**config.mk**
```make
export PLATFORM = sky130hd
export DESIGN_NAME = simple_sync_fifo
export DESIGN_NICKNAME = d
export VERILOG_FILES = /design/src/rtl/simple_sync_fifo.sv
export SDC_FILE = /design/constraint.sdc
export NUM_CORES = 1
export LEC_CHECK = 0
export ABC_AREA = 1
export ABC_CLOCK_PERIOD_IN_PS = 2400
export CAP_MARGIN = 30
export CORE_MARGIN = 1
export CORE_UTILIZATION = 58
export CTS_CLUSTER_SIZE = 30
export DETAILED_ROUTE_END_ITERATION = 16
export PLACE_DENSITY = 0.79
export SYNTH_ARGS = -nofsm -noshare
export SYNTH_HDL_FRONTEND = slang
export SYNTH_SLANG_ARGS = --single-unit
export TNS_END_PERCENT = 20
```
**constraint.sdc**
```tcl
create_clock -name clk -period 2.4 [get_ports clk]
set_clock_uncertainty 0.1 [all_clocks]
set_input_delay 0.36 -clock clk [delete_from_list [all_inputs] [get_ports clk]]
set_output_delay 0.36 -clock clk [all_outputs]
set_load 0.03 [all_outputs]
```
**src/rtl/simple_sync_fifo.sv**
```systemverilog
// Single-clock synchronous FIFO with an scfifo-style, non-show-ahead read port.
// Depth is 2**widthu words. All flags derive from a registered fill count.
module simple_sync_fifo #(
  parameter int width  = 8,
  parameter int widthu = 3
) (
  input  logic              clk,
  input  logic              rst,
  input  logic              sclr,
  input  logic              rdreq,
  input  logic              wrreq,
  input  logic [width-1:0]  data,
  output logic              empty,
  output logic              full,
  output logic [width-1:0]  q,
  output logic [widthu-1:0] usedw
);

  localparam int DEPTH = 1 << widthu;
  localparam logic [widthu:0] COUNT_FULL = (widthu+1)'(DEPTH);

  logic [width-1:0]  mem [DEPTH];
  logic [widthu-1:0] wptr;
  logic [widthu-1:0] rptr;
  logic [widthu:0]   count;
  logic              clr;
  logic              wr_en;
  logic              rd_en;

  // Fill count moves by one on a lone write or lone read; a paired access nets to zero.
  function automatic logic [widthu:0] next_count(input logic [widthu:0] c,
                                                 input logic w,
                                                 input logic r);
    logic [widthu:0] n;
    n = c;
    case ({w, r})
      2'b10:   n = c + 1'b1;
      2'b01:   n = c - 1'b1;
      default: n = c;
    endcase
    return n;
  endfunction

  assign clr   = rst | sclr;
  assign wr_en = wrreq & ~full & ~clr;
  assign rd_en = rdreq & ~empty & ~clr;

  assign empty = (count == '0);
  assign full  = (count == COUNT_FULL);
  assign usedw = count[widthu-1:0];

  // Storage needs no clearing; stale words are unreachable once the pointers reset.
  always_ff @(posedge clk) begin
    if (wr_en) begin
      mem[wptr] <= data;
    end
  end

  always_ff @(posedge clk) begin
    if (clr) begin
      wptr  <= '0;
      rptr  <= '0;
      count <= '0;
      q     <= '0;
    end else begin
      if (wr_en) begin
        wptr <= wptr + 1'b1;
      end
      if (rd_en) begin
        rptr <= rptr + 1'b1;
        q    <= mem[rptr];
      end
      count <= next_count(count, wr_en, rd_en);
    end
  end

endmodule

```
==> results_dict.tcl <==
set metrics [dict create \
    r2r-start "count[1]" \
    fin_crit_sh_pct 94.5 \
    cts_hold_buffers 0 \
    timing.setup.tns_ns 0 \
    worstMarginPinSlew_ns 0.437 \
    core_um2 5990 \
    syn-num-nets 383 \
    drt_iter0_drc 198 \
    worst_r2r_endpoint "count[3]" \
    drc 0 \
    drt_pre_antenna_iters 5 \
    hold_class "flip-flop to flip-flop" \
    path_class "input port to flip-flop" \
    reg_to_reg_setup_timing_slack_ns 0.25 \
    post-place-cells 469 \
    end_kind "flip-flop" \
    timing_max_transition_violations_final 0 \
    globalRouteOverflowTotal 0 \
    viasPerCell 5.31 \
    postPlaceCellArea_um2 4000 \
    worstHoldEndpoint "q[2]" \
    finalWorstPathRequiredPeriod_ns 2.27 \
    tritoncts_num_sinks 82 \
    power.share.combinational_pct 4.6 \
    status "finished, final reports clean" \
    synthesis.area_per_instance_um2 9.98 \
    number_of_vias_after_detailed_routing 2574 \
    internal_power_mw 2.17 \
    final_nets 424 \
    cts-resized-gates 0 \
    cts.root.buffer_cell "clkbuf_8" \
    floorplan.initialDensity_pct 60.6 \
    antenna_violations_before_repair 0 \
    flow.area_growth_from_synthesis_pct 16.1 \
    first_global_vias 2441 \
    hpwlAfterDp_um 4800 \
    io_buffers 25 \
    placement.setup.worst_slack_ns -0.203 \
    cts_tree "built" \
    ys_seq_elements 82 \
    floorplan.die.width_um 81.1 \
    global_route_total_usage_across_every_layer_pct 24.8 \
    hp-start "q[2]" \
    report.power.total_mw 2.75 \
    wl_per_cell_um 15.0 \
    worst-endpoint-required_ns 2.60 \
    syn-cell-area_um2 3630 \
    std_cell_rows 28 \
    power_density_nw_per_um2 652 \
    netSwitchingPower_uw 577 \
    grt_first_pass_wirelength_um 11400 \
    yosysSeqAreaShare_pct 62.8 \
    final_cell_count_no_fill 485 \
    finalWirelength_um 7270 \
    design.die.area_um2 6580 \
    dieHeight_um 81.1 \
    power.ir.vdd_worst_uv 478 \
    smallest_setup_slack_after_layout_ns 0.132 \
    htree_num_levels 3 \
    power.sequential.fraction_pct 56.0 \
    cp.arrival_ns 2.46 \
    grt_max_degree 35 \
    cts_setup_buffers 0 \
    clock.fmax_ghz 0.441 \
    synthDistinctLibCells 27 \
    antenna_cells_inserted 0 \
    drtAntennaViolNets 0 \
    total_leakage_power_nw 1.76 \
    place.gp.congestion 0.844 \
    maxCapViolations 0 \
    setup.worst_path.start_class "input port" \
    finish.instance_area_um2 4220 \
    switching_share_of_power_pct 21.0 \
    worst_setup_hold_path_clk_slew_ns 0.08 \
    synthesis.yosys.warnings 0 \
    pin_count 26 \
    worst-path-max-fanout 4 \
    reg2reg_depth 13 \
    drive_gt1_share_pct 10.7 \
    clockPowerShare_pct 39.4 \
    final-setup-viol-count 0 \
    cts_buffers 9 \
    whs_path_depth 2 \
    maxSlewHeadroom_pct 70.8 \
    final-hold-violation-count 0 \
    worstSkewPairLatency_ns 0.36 \
    synthesis.instances 364 \
    clock_tree.buffer_depth 2 \
    rsz0062_at_grt "no" \
]
==> stage by stage <==
stage / util, % / hold WS (ns)
3_3_place_gp: 66.8 / 0.354
6_report: 70.4 / 0.365
3_5_place_dp: 66.8 / 0.356
2_1_floorplan: - / 0.359
5_1_grt: 70.4 / 0.388
4_1_cts: 70.4 / 0.367
==> Yosys cell counts, drive strengths merged <==
library cell   n  area (um^2)
nand2         97          374
edfxtp        64         1920
inv           61          231
nand3         47          235
nor2          21          103
dfxtp         18          360
buf           16          133
a21oi         14         70.1
o21ai          9         45.0
ha             5         62.6
a211oi         2         15.0
o211ai         2         15.0
or2            2         12.5
xnor2          2         17.5
clkinv         1         3.75
fa             1         20.0
nor3           1         5.00
nor3b          1         7.51
==> worst max-delay path, stage by stage <==
cell and delay, ns:
clkdlybuf4s50_1 0.41, or2_1 0.36, nor2_4 0.17, inv_2 0.05, ha_1 0.20, ha_1 0.28
or2_2 0.29, nand2_1 0.07, nand2_1 0.05, nand2_1 0.06, nand2_1 0.05, a21oi_1 0.12
==> power groups by stage <==
stage	clock network (mW)	logic (mW)	registers [mW]
final	1.08	0.126	1.54
after global routing	1.16	0.139	1.54
after CTS	1.10	0.126	1.54
after detailed placement	0	0.125	1.57
after global placement	0	0.122	1.57
after floorplan	0	0.0693	1.57
==> cells in the final DEF, fill, tap and decap left out, types with 14 or more instances in the layout <==
| master | n |
|---|---|
| nor2_1 | 19 |
| inv_1 | 57 |
| dfxtp_1 | 18 |
| a21oi_1 | 14 |
| nand2_1 | 95 |
| clkdlybuf4s50_1 | 25 |
| buf_4 | 21 |
| nand3_1 | 47 |
| edfxtp_1 | 64 |
==> layer usage <==
layer / GRT usage (%) / wire, um
met1: 28.9 / 2870
met2: 42.7 / 3720
met3: 3.71 / 447
met4: 15.7 / 231
met5: 0 / 0
==> worst max path at each step <==
stage | to | slack (ns) | start | cells past startpoint
2_1_floorplan | count[3] | 0.23 | sclr | 12
3_3_place_gp | count[3] | -0.14 | sclr | 12
3_5_place_dp | count[3] | -0.20 | sclr | 12
4_1_cts | count[3] | 0.15 | sclr | 12
5_1_grt | count[2] | 0.04 | count[1] | 12
6_report | count[3] | 0.13 | sclr | 12
==> state kept, by name, indices dropped and copies added, names as in the netlist <==
register / cells
count: 4
mem: 64
q: 8
rptr: 3
wptr: 3
==> cell type report <==
| cell class | count | area, um^2 |
|---|---|---|
| Multi-Input combinational cell | 204 | 982 |
| Sequential cell | 82 | 2280 |
| Clock buffer | 10 | 128 |
| Fill cell | 437 | 1770 |
| Clock inverter | 6 | 88.8 |
| Inverter | 62 | 235 |
| Timing Repair Buffer | 46 | 408 |
| Tap cell | 75 | 93.8 |
==> logic make-up (layout without fill, tap and decap cells) <==
group | count (synthesis) | after routing | share of synthesized area, %
DFF | 82 | 82 | 62.8
and+or+nand+nor | 169 | 169 | 20.3
adders and majority gates | 6 | 6 | 2.27
AOI/OAI and AO/OA | 27 | 27 | 4.00
buffers and inverters | 78 | 124 | 10.1
xor gates and xnor gates | 2 | 2 | 0.482
No activity file was read; power rests on OpenSTA's default activity.
